**src/rtl/romulus_pkg.sv**
```systemverilog
// Romulus shared definitions: block geometry, packer FSM states,
// and the pad_n block padding used by the rho and tag stages.
package romulus_pkg;

  localparam int BLK_W     = 128;
  localparam int BLK_BYTES = 16;
  localparam int LEN_W     = 5;

  typedef enum logic {
    FILL = 1'b0,
    HOLD = 1'b1
  } pk_state_e;

  // Zero bytes len..14 and put len in the last byte; full blocks pass through.
  function automatic logic [BLK_W-1:0] pad_n(
    input logic [BLK_W-1:0] blk,
    input logic [LEN_W-1:0] len
  );
    logic [BLK_W-1:0] r;
    r = blk;
    if (len < LEN_W'(BLK_BYTES)) begin
      for (int k = 0; k < BLK_BYTES - 1; k++) begin
        if (k >= int'(len)) r[BLK_W-1-8*k -: 8] = 8'h00;
      end
      r[7:0] = 8'(len);
    end
    return r;
  endfunction

endpackage

```
**src/rtl/romulus_msg_packer.sv**
```systemverilog
// Romulus-N message packer: beats -> padded 128-bit blocks for rho,
// with an assembly register and an output register for full throughput.
module romulus_msg_packer
  import romulus_pkg::*;
#(
  parameter int IN_W = 32
) (
  input  logic                        clk,
  input  logic                        rst_n,
  input  logic                        clr,
  input  logic [IN_W-1:0]             in_data,
  input  logic [$clog2(IN_W/8):0]     in_bytes,
  input  logic                        in_last,
  input  logic                        in_valid,
  output logic                        in_ready,
  output logic [BLK_W-1:0]            blk_data,
  output logic [LEN_W-1:0]            blk_len,
  output logic                        blk_last,
  output logic                        blk_partial,
  output logic                        blk_valid,
  input  logic                        blk_ready,
  output logic                        err
);

  localparam int NB = IN_W / 8;
  localparam int IB = $clog2(NB) + 1;
  localparam logic [IB-1:0] NB_V = IB'(NB);
  localparam logic [LEN_W-1:0] FULL = LEN_W'(BLK_BYTES);

  pk_state_e        st_q, st_d;
  logic [BLK_W-1:0] asm_q;
  logic [LEN_W-1:0] off_q;
  logic             asm_last_q;
  logic             msg_start_q;
  logic             err_q;

  logic [BLK_W-1:0] ob_data_q;
  logic [LEN_W-1:0] ob_len_q;
  logic             ob_last_q;
  logic             ob_part_q;
  logic             ob_valid_q;

  logic             hold;
  logic             out_free;
  logic             acc;
  logic             mv_hold;
  logic [LEN_W-1:0] base_off;
  logic [BLK_W-1:0] base_data;
  logic             bad;
  logic             good;
  logic [LEN_W-1:0] new_off;
  logic [BLK_W-1:0] new_data;
  logic             close;
  logic [BLK_W-1:0] cls_data;
  logic             load_new;
  logic             to_hold;

  assign hold     = (st_q == HOLD);
  assign out_free = ~ob_valid_q | blk_ready;
  assign in_ready = rst_n & ~(hold & ob_valid_q & ~blk_ready);
  assign acc      = in_valid & in_ready;
  assign mv_hold  = hold & out_free;

  // A held block leaving this edge frees the assembly for the new beat.
  assign base_off  = hold ? '0 : off_q;
  assign base_data = hold ? '0 : asm_q;

  always_comb begin
    bad = 1'b0;
    if (in_bytes > NB_V) bad = 1'b1;
    if (in_bytes < NB_V && !in_last) bad = 1'b1;
    if (in_bytes == '0 &&
        !(in_last && base_off == '0 && msg_start_q))
      bad = 1'b1;
  end

  assign good    = acc & ~bad;
  assign new_off = base_off + LEN_W'(in_bytes);

  always_comb begin
    new_data = base_data;
    for (int i = 0; i < NB; i++) begin
      if (i < int'(in_bytes) &&
          int'(base_off) + i < BLK_BYTES)
        new_data[BLK_W-1-8*(int'(base_off)+i) -: 8] =
          in_data[IN_W-1-8*i -: 8];
    end
  end

  assign close    = good & ((new_off == FULL) | in_last);
  assign cls_data = pad_n(new_data, new_off);
  assign load_new = close & ~hold & out_free;
  assign to_hold  = close & ~load_new;

  always_comb begin
    st_d = st_q;
    unique case (st_q)
      FILL: st_d = to_hold ? HOLD : FILL;
      HOLD: st_d = (to_hold | ~mv_hold) ? HOLD : FILL;
      default: st_d = FILL;
    endcase
  end

  always_ff @(posedge clk or negedge rst_n) begin
    if (!rst_n) begin
      st_q        <= FILL;
      asm_q       <= '0;
      off_q       <= '0;
      asm_last_q  <= 1'b0;
      msg_start_q <= 1'b1;
      err_q       <= 1'b0;
      ob_data_q   <= '0;
      ob_len_q    <= '0;
      ob_last_q   <= 1'b0;
      ob_part_q   <= 1'b0;
      ob_valid_q  <= 1'b0;
    end else if (clr) begin
      st_q        <= FILL;
      asm_q       <= '0;
      off_q       <= '0;
      asm_last_q  <= 1'b0;
      msg_start_q <= 1'b1;
      err_q       <= 1'b0;
      ob_data_q   <= '0;
      ob_len_q    <= '0;
      ob_last_q   <= 1'b0;
      ob_part_q   <= 1'b0;
      ob_valid_q  <= 1'b0;
    end else begin
      st_q <= st_d;

      if (mv_hold) begin
        ob_data_q  <= asm_q;
        ob_len_q   <= off_q;
        ob_last_q  <= asm_last_q;
        ob_part_q  <= (off_q != FULL);
        ob_valid_q <= 1'b1;
      end else if (load_new) begin
        ob_data_q  <= cls_data;
        ob_len_q   <= new_off;
        ob_last_q  <= in_last;
        ob_part_q  <= (new_off != FULL);
        ob_valid_q <= 1'b1;
      end else if (blk_ready) begin
        ob_valid_q <= 1'b0;
      end

      if (to_hold) begin
        asm_q      <= cls_data;
        off_q      <= new_off;
        asm_last_q <= in_last;
      end else if (load_new) begin
        asm_q      <= '0;
        off_q      <= '0;
        asm_last_q <= 1'b0;
      end else if (good) begin
        asm_q      <= new_data;
        off_q      <= new_off;
      end else if (mv_hold) begin
        asm_q      <= '0;
        off_q      <= '0;
        asm_last_q <= 1'b0;
      end

      if (acc) msg_start_q <= close & in_last;
      if (acc & bad) err_q <= 1'b1;
    end
  end

  assign blk_data    = ob_data_q;
  assign blk_len     = ob_len_q;
  assign blk_last    = ob_last_q;
  assign blk_partial = ob_part_q;
  assign blk_valid   = ob_valid_q;
  assign err         = err_q;

endmodule

```
**config.mk**
```make
export PLATFORM = sky130hd
export DESIGN_NAME = romulus_msg_packer
export DESIGN_NICKNAME = d
export VERILOG_FILES = /design/src/rtl/romulus_pkg.sv /design/src/rtl/romulus_msg_packer.sv
export SDC_FILE = /design/constraint.sdc
export NUM_CORES = 1
export LEC_CHECK = 0
export CAP_MARGIN = 15
export CORE_MARGIN = 1
export CORE_UTILIZATION = 55
export CTS_BUF_LIST = sky130_fd_sc_hd__clkbuf_16
export DETAILED_ROUTE_END_ITERATION = 12
export PLACE_DENSITY = 0.78
export RECOVER_POWER = 25
export SLEW_MARGIN = 40
export SYNTH_ARGS = -nofsm -noshare
export SYNTH_HDL_FRONTEND = slang
export SYNTH_SLANG_ARGS = --single-unit
```
**constraint.sdc**
```tcl
create_clock -name clk -period 10.3 [get_ports clk]
set_clock_uncertainty 0.1 [all_clocks]
set_input_delay 1.03 -clock clk [delete_from_list [all_inputs] [get_ports clk]]
set_output_delay 1.03 -clock clk [all_outputs]
set_load 0.03 [all_outputs]
```
-- After elaboration in Yosys (flattened, before gate mapping)
Cells that the tools add are included.
- add/sub/neg operators: 12
- order comparisons: 26
- eq/ne operators: 4
- shift operators: 8
- mux-type cells: 68
- bitwise operators: 22
- reductions and logical operators: 19
- operators with widths (cell ; count):
    two-way mux 128 bit ; 14
    variable shift 8 x 33 -> 135 bit, first input constant ; 4
    indexed part select 8 x 33 -> 135 bit ; 4
    bitwise mux 128 bit ; 4
    two-way mux 8 bit ; 15
    negation 10 -> 33 bit ; 3
    less-than comparator 32 x 6 -> 1 bit, second input constant ; 3
    two-way mux 5 bit ; 9
    greater-or-equal comparator 4 x 5 -> 1 bit, first input constant ; 7
    negation 9 -> 33 bit ; 1
    subtractor 7 x 9 -> 10 bit, first input constant ; 3
    two-way mux 1 bit ; 25
    greater-or-equal comparator 3 x 5 -> 1 bit, first input constant ; 4
    adder 5 x 2 -> 6 bit, second input constant ; 2
    bitwise AND 1 bit ; 12
    greater-or-equal comparator 1 x 5 -> 1 bit, first input constant ; 2
    greater-or-equal comparator 2 x 5 -> 1 bit, first input constant ; 2
    less-than comparator 5 bit, second input constant ; 2
    != test 5 bit, second input constant ; 2
    subtractor 7 x 8 -> 9 bit, first input constant ; 1
    logical AND 1 bit ; 8
    nonzero test 4 bit ; 2
    NOT 1 bit ; 7
    adder 5 x 1 -> 6 bit, second input constant ; 1
    other kinds (16) ; 22
- bits in registers: 273
- bits of input ports: 41
- word-level logic and storage cells: 170

-- Longest topological paths before layout
Gate-level depths: netlist of the first run.
- depth after elaboration: 18
- mapped depth: 20
- mapped depth without buffers: 14

-- Least setup slack after synthesis of the first run
Ideal clock, no wire load.
- path type: register to register
- start: register st_q (netlist: hold)
- end: register ob_data_q[70] (netlist: blk_data[70])
- data arrival time: 4305 ps
- data required time: 10074 ps
- path slack: 5769 ps
- cell stages (with the launch flop): 19
- buffers on the path: 6
- clock period less this slack: 4531 ps
- path through: dfrtp_1 > buf_2 > buf_6 > buf_6 > nor2b_1 > ha_1 > buf_2 > and3_1 > mux2i_2 > inv_2 > buf_2 > ha_1 > buf_1 > a2111oi_4 > and3_1 > mux2_2 > a211oi_1 > nor3_1 > a221o_1
- longest elaborated chain between the ends: 17
- RTL lines (item ; line ; source):
    start, declared ; romulus_msg_packer.sv:30 ; pk_state_e st_q, st_d;
    start signal, assigned ; romulus_msg_packer.sv:130 ; st_q <= st_d;
    parallel branches: the longest is 17 deep, another holds negation 10 -> 33 bit ; - ;
    end signal, assigned ; romulus_msg_packer.sv:133 ; ob_data_q <= asm_q;
    end signal, assigned ; romulus_msg_packer.sv:139 ; ob_data_q <= cls_data;
    end, declared ; romulus_msg_packer.sv:37 ; logic [BLK_W-1:0] ob_data_q;
Parallel ways; which one is timed is not known. The select of a mux whose other input is x is not followed.
A chain may end at the register's enable or synchronous reset.

-- Worst setup path in the final report of the first run
- start: input rst_n
- end: register ob_data_q[125] (netlist: blk_data[125])
- longest elaborated chain between the ends: 7
- RTL lines (item ; line ; source):
    start, declared ; romulus_msg_packer.sv:9 ; input logic rst_n,
    bitwise AND 1 bit ; romulus_msg_packer.sv:60 ; assign in_ready = rst_n & ~(hold & ob_valid_q & ~blk_ready);
    bitwise AND 1 bit ; romulus_msg_packer.sv:61 ; assign acc = in_valid & in_ready;
    bitwise AND 1 bit ; romulus_msg_packer.sv:77 ; assign good = acc & ~bad;
    bitwise AND 1 bit ; romulus_msg_packer.sv:90 ; assign close = good & ((new_off == FULL) | in_last);
    bitwise AND 1 bit (2 in a row) ; romulus_msg_packer.sv:92 ; assign load_new = close & ~hold & out_free;
    nonzero test 3 bit (no line) ; - ;
Every way passes these cells.

==> results of run 1 <==
## layer usage
| layer | global-route usage | share of wire | routed length [um] |
|---|---|---|---|
| met1 | 0.6307 | 0.36 | 31470 |
| met2 | 0.6874 | 0.40 | 35050 |
| met3 | 0.1711 | 0.15 | 13240 |
| met4 | 0.3304 | 0.085 | 7449 |
| met5 | 0 | 0 | 0 |
## kinds of logic after synthesis
kind of cell | synth area share
AOI/OAI and AO/OA | 0.3260
and+or+nand+nor | 0.2017
DFF | 0.3623
buffers and inverters | 0.05499
muxes | 0.04246
adders and majority gates | 0.008889
xor gates and xnor gates | 0.003715
## Yosys cell counts, types with 30 or more instances
cell type,n
a211oi_1,47
a21oi_1,97
a22o_1,38
a22oi_1,109
a31oi_1,30
buf_2,66
clkbuf_1,101
dfrtp_1,272
mux2i_1,66
nand2_1,316
nand3_1,66
nor2_1,154
nor3_1,30
o211ai_1,32
o21ai_0,195
o22ai_1,30
o31ai_1,43
## registers in the layout, summed over array words and instances, names as in the netlist
| register | flops |
|---|---|
| asm_last_q | 1 |
| asm_q | 128 |
| blk_data | 128 |
| blk_last | 1 |
| blk_len | 5 |
| blk_partial | 1 |
| blk_valid | 1 |
| err | 1 |
| hold | 1 |
| msg_start_q | 1 |
| off_q | 5 |
## cell type report
| class | instances | area share |
|---|---|---|
| Antenna cell | 6 | 0.0006923 |
| Clock buffer | 31 | 0.03577 |
| Clock inverter | 13 | 0.003635 |
| Inverter | 30 | 0.005192 |
| Multi-Input combinational cell | 1733 | 0.5124 |
| Sequential cell | 273 | 0.3151 |
| Tap cell | 448 | 0.02585 |
| Timing Repair Buffer | 238 | 0.1013 |
## report_power, final
part	total (mW)	internal [mW]	leakage (nW)	switching (mW)
clock network	0.995	0.554	0.448	0.440
registers	1.09	1.08	3.80	0.00676
logic	0.333	0.0785	4.70	0.255
## worst max-delay path, stage by stage
cell and delay [ps]:
clkbuf_1 3450, o21a_1 470, nand2_1 170, a2111o_1 690, nor2b_4 240, buf_4 310, buf_4 470, and2_0 280
a221o_1 260
## how the worst max path moves through the flow
stage               depth (start not counted)        start       endpoint  slack [ps]
floorplan                                  18         hold   blk_data[70]        5770
global placement                           11  in_bytes[1]   blk_data[65]        4570
detailed placement                         11  in_bytes[1]   blk_data[65]        4480
CTS                                        13         hold   blk_data[69]        4550
global route                                9        rst_n  blk_data[125]        2320
finish                                      9        rst_n  blk_data[125]        3110
## through the flow
step,area (sq um),cells,util,setup WS (ps),hold slack [ps]
2_1_floorplan,18860,2237,-,5769,363.2
3_3_place_gp,20750,2718,0.6173,4571,365.8
3_5_place_dp,20820,2721,0.6194,4479,358.3
5_1_grt,21680,2768,0.6448,2316,422.4
4_1_cts,21680,2765,0.6448,4550,377.3
6_report,21690,2772,0.6451,3107,373.9
==> reports/metrics.cfg, run 1 <==
[cts]
htreeDepth=1
tritoncts=built
cts_setup_buffers=0
cts-resized-gates=0
clk_latency_ps=600
cts_root_buf=clkbuf_16
cts.sinks=273
ctsHoldBuffers=0
cts_made_buffers=30
clk_pin_slew_ps=60
clockBufferDepth=3

[worst_setup_path]
rr_endpoint=blk_data[69]
ff2ff_path_depth=13
endpoint_kind=register
reg2reg_from=hold
worstPathRequired_ps=10670
r2r_setup_slack_ps=4290
arrival_ps=7560
worstSetupPathType=in -> reg
worstSetupStartpointType=primary input
crit_fanout=94

[placement]
portBuffers=178
post-dp-hpwl_um=57400
place_congestion=1.079

[synthesis]
ys_warn_count=0
synthFlopType=dfrtp_1
synth_area_sq_um=18860
ys_ff_latch=273
synth-edff-count=0
avgSynthCellArea_sq_um=8.431
ys_async_sr_fraction=1.000
synth_top_cell_by_area=dfrtp_1
yosysTopAreaCellShare=0.3609
syn_nets=2290
postSynthCellCount=2237
ys_types=114
yosys-top-cells-area=dfrtp_1 36%, nand2_1 6.3%, o21ai_0 5.2%, a22oi_1 4.3%, mux2i_1 3.5%
seq_area_frac_synth=0.3623

[layout]
syn2layout_area_growth_pct=14.99
final_nets=2359
mostFrequentLayoutCells=316 x nand2_1, 271 x dfrtp_1, 195 x o21ai_0
n_fill_cell=2902
multi_input_area_sq_um=11110
seq_area_sq_um=6834
layout_commonest_cell=nand2_1
drive_above_1_share=0.08585

[sta]
min_period_over_period=0.6983
drv_slew=137
fmax_mhz=139.0
fin_setup_tns_ps=0
rsz0062_at_grt=no
hold_viol=0
worstMarginPinSlew_ps=5028
relSlewSlack=-2.352
fin_crit_ps=7193
setup_viol=0

[detailed_routing]
routed_via_density=7.556
detail-route-antenna-nets=0
drt_wl_total_um=87210
wire_per_inst_um=31.46
drc=0
drt_first_pass_iters=7
routed-via-count=20945
drt-initial-drc-count=3105

[grt]
overflow=0
grt_start_max_net_pins=95
grt_pass1_wl_um=127500
grt_pass1_vias=19469
antenna_found_initial=3
grt_usage=0.4888

[die]
design.die.area_sq_um=35040
start_util=0.5611
num_io_pins=179
die_w_um=187.2
core_area_sq_um=33620
fp-row-count=67
die_h_um=187.2

[outcome]
status=finished with violations
violations=capacitance limit, slew limit

[min_path]
hold_start=blk_data[8]
holdPathStages=2
hold_path.class=reg -> reg
whs_endpoint=blk_data[8]

[power]
power.density_nw_per_um2=111.4
leakage_nw=8.948
power.total_mw=2.416
ir_drop_v=0.0001263

[flow_run]
maxCapViolCount=2

Power figures use the tool's default switching activity.
==> run 2, diff against run 1 <==
Clock period 10.3 ns to 6.8 ns, I/O delays scaled along.
==> run 2 against run 1 <==
Total power up 53%; core utilization is 0.47 points higher; clock power is 56% higher; die area is the same; non-clock buffer count rose by 15; largest cell class unchanged; critical path depth grew 6; the flow still finishes with violations (capacitance limit, slew limit); design area grew 0.73%; largest power group unchanged; routed wire length grew 1.3%; via count about the same; sequential share of layout area is 0.23 points lower.
==> reports/metrics.cfg, run 2 (synthesis results as in run 1) <==
[sta]
fin_setup_tns_ps=0
relSlewSlack=-1.758
fmax_mhz=191.2
worstMarginPinSlew_ps=4136
drv_slew=149
hold_viol=0
setup_viol=0
setup_ws_ps=1571
fin_crit_ps=5229
min_period_over_period=0.7690
rsz0062_at_grt=no

[layout]
layout_commonest_cell=nand2_1
mostFrequentLayoutCells=316 x nand2_1, 271 x dfrtp_1, 194 x o21ai_0
utilization=0.6499
syn2layout_area_growth_pct=15.83
multi_input_area_sq_um=11080
final_nets=2374
drive_above_1_share=0.09130
seq_area_sq_um=6834
n_fill_cell=2835

[die]
die_h_um=187.2
core_area_sq_um=33620
die_w_um=187.2
design.die.area_sq_um=35040
start_util=0.5611
fp-row-count=67
num_io_pins=179

[power]
power.internal_mw=2.596
power_switching_mw=1.112
power.total_mw=3.708
swShare=0.3000
power.density_nw_per_um2=169.7
comb_power_share=0.137
pwr-share-clk=0.419
power.share.sequential=0.444
ir_drop_v=0.0002135
leakage_nw=9.047

[cts]
htreeDepth=1
cts-resized-gates=0
ctsHoldBuffers=0
clockBufferDepth=3
tritoncts=built
clk_pin_slew_ps=70
cts.sinks=273
clk_latency_ps=610
cts_setup_buffers=0
cts_made_buffers=30
cts_root_buf=clkbuf_16

[grt]
grt_pass1_vias=19762
grt_pass1_wl_um=129900
overflow=0
grt_usage=0.4955
antenna_found_initial=4
grt_start_max_net_pins=134

[detailed_routing]
drc=0
wire_per_inst_um=31.60
drt_wl_total_um=88330
detail-route-antenna-nets=0
drt_first_pass_iters=7
routed-via-count=20948
drt-initial-drc-count=3110
routed_via_density=7.495

[outcome]
status=finished with violations
violations=capacitance limit, slew limit

[worst_setup_path]
ff2ff_path_depth=15
crit_fanout=18
arrival_ps=5610
reg2reg_from=hold
worstSetupStartpointType=register
worstPathRequired_ps=7180
rr_endpoint=blk_data[70]
critPathLaunch=hold
r2r_setup_slack_ps=1570
endpoint_kind=register
worstSetupPathType=reg -> reg

[placement]
post-dp-hpwl_um=58470
portBuffers=178
dpl_worst_slack_ps=1782
place_congestion=1.076

[flow_run]
maxCapViolCount=2

[min_path]
hold_path.class=in -> async

[run 2: layout make-up]
class | count | area share
Antenna cell | 3 | 0.0003436
Timing Repair Buffer | 253 | 0.1075
Clock buffer | 30 | 0.03436
Clock inverter | 25 | 0.007102
Tap cell | 448 | 0.02566
Sequential cell | 273 | 0.3128
Multi-Input combinational cell | 1733 | 0.5070
Inverter | 30 | 0.005155
[run 2: worst max path at each step]
stage / to / slack (ps)
3_3_place_gp: asm_q[94] / 1800
4_1_cts: blk_data[70] / 1770
5_1_grt: hold / 1050
2_1_floorplan: blk_data[70] / 2270
6_report: blk_data[70] / 1570
3_5_place_dp: blk_data[70] / 1780
[run 2: power by group through the flow]
stage / combinational, mW / clock (mW) / sequential, mW
4_1_cts: 0.474 / 1.55 / 1.65
5_1_grt: 0.514 / 1.61 / 1.65
3_5_place_dp: 0.472 / 0 / 1.67
6_report: 0.508 / 1.55 / 1.65
3_3_place_gp: 0.466 / 0 / 1.67
2_1_floorplan: 0.220 / 0 / 1.68
[run 2: critical path: stages, from the launching register on]
cell and delay, ps:
dfrtp_2 490, nor2b_1 390, buf_4 240, ha_1 380
and3_1 290, mux2i_2 120, inv_2 260, ha_1 330
o21ai_0 330, a2111oi_4 370, buf_4 210, and3_1 430
mux2_2 390, a211oi_1 380, nor3_1 120, a221o_1 270
[run 2: per-stage QoR]
step | hold slack (ps) | cell area (sq um) | cells
final | 1.375 | 21850 | 2795
after detailed placement | 380.2 | 20930 | 2736
after global routing | 49.51 | 21840 | 2792
after global placement | 369.2 | 20870 | 2732
after CTS | 19.17 | 21830 | 2791
after floorplan | 284.4 | 18860 | 2237
[run 2: routing by layer]
layer / global-route usage / share of wire / wire (um) / up-vias
met2: 0.6966 / 0.41 / 36040 / 1802
met4: 0.3294 / 0.082 / 7255 / 4
met5: 0 / 0.00031 / 27 / -
li1: - / - / - / 8651
met1: 0.6405 / 0.36 / 31830 / 9999
met3: 0.1745 / 0.15 / 13170 / 492
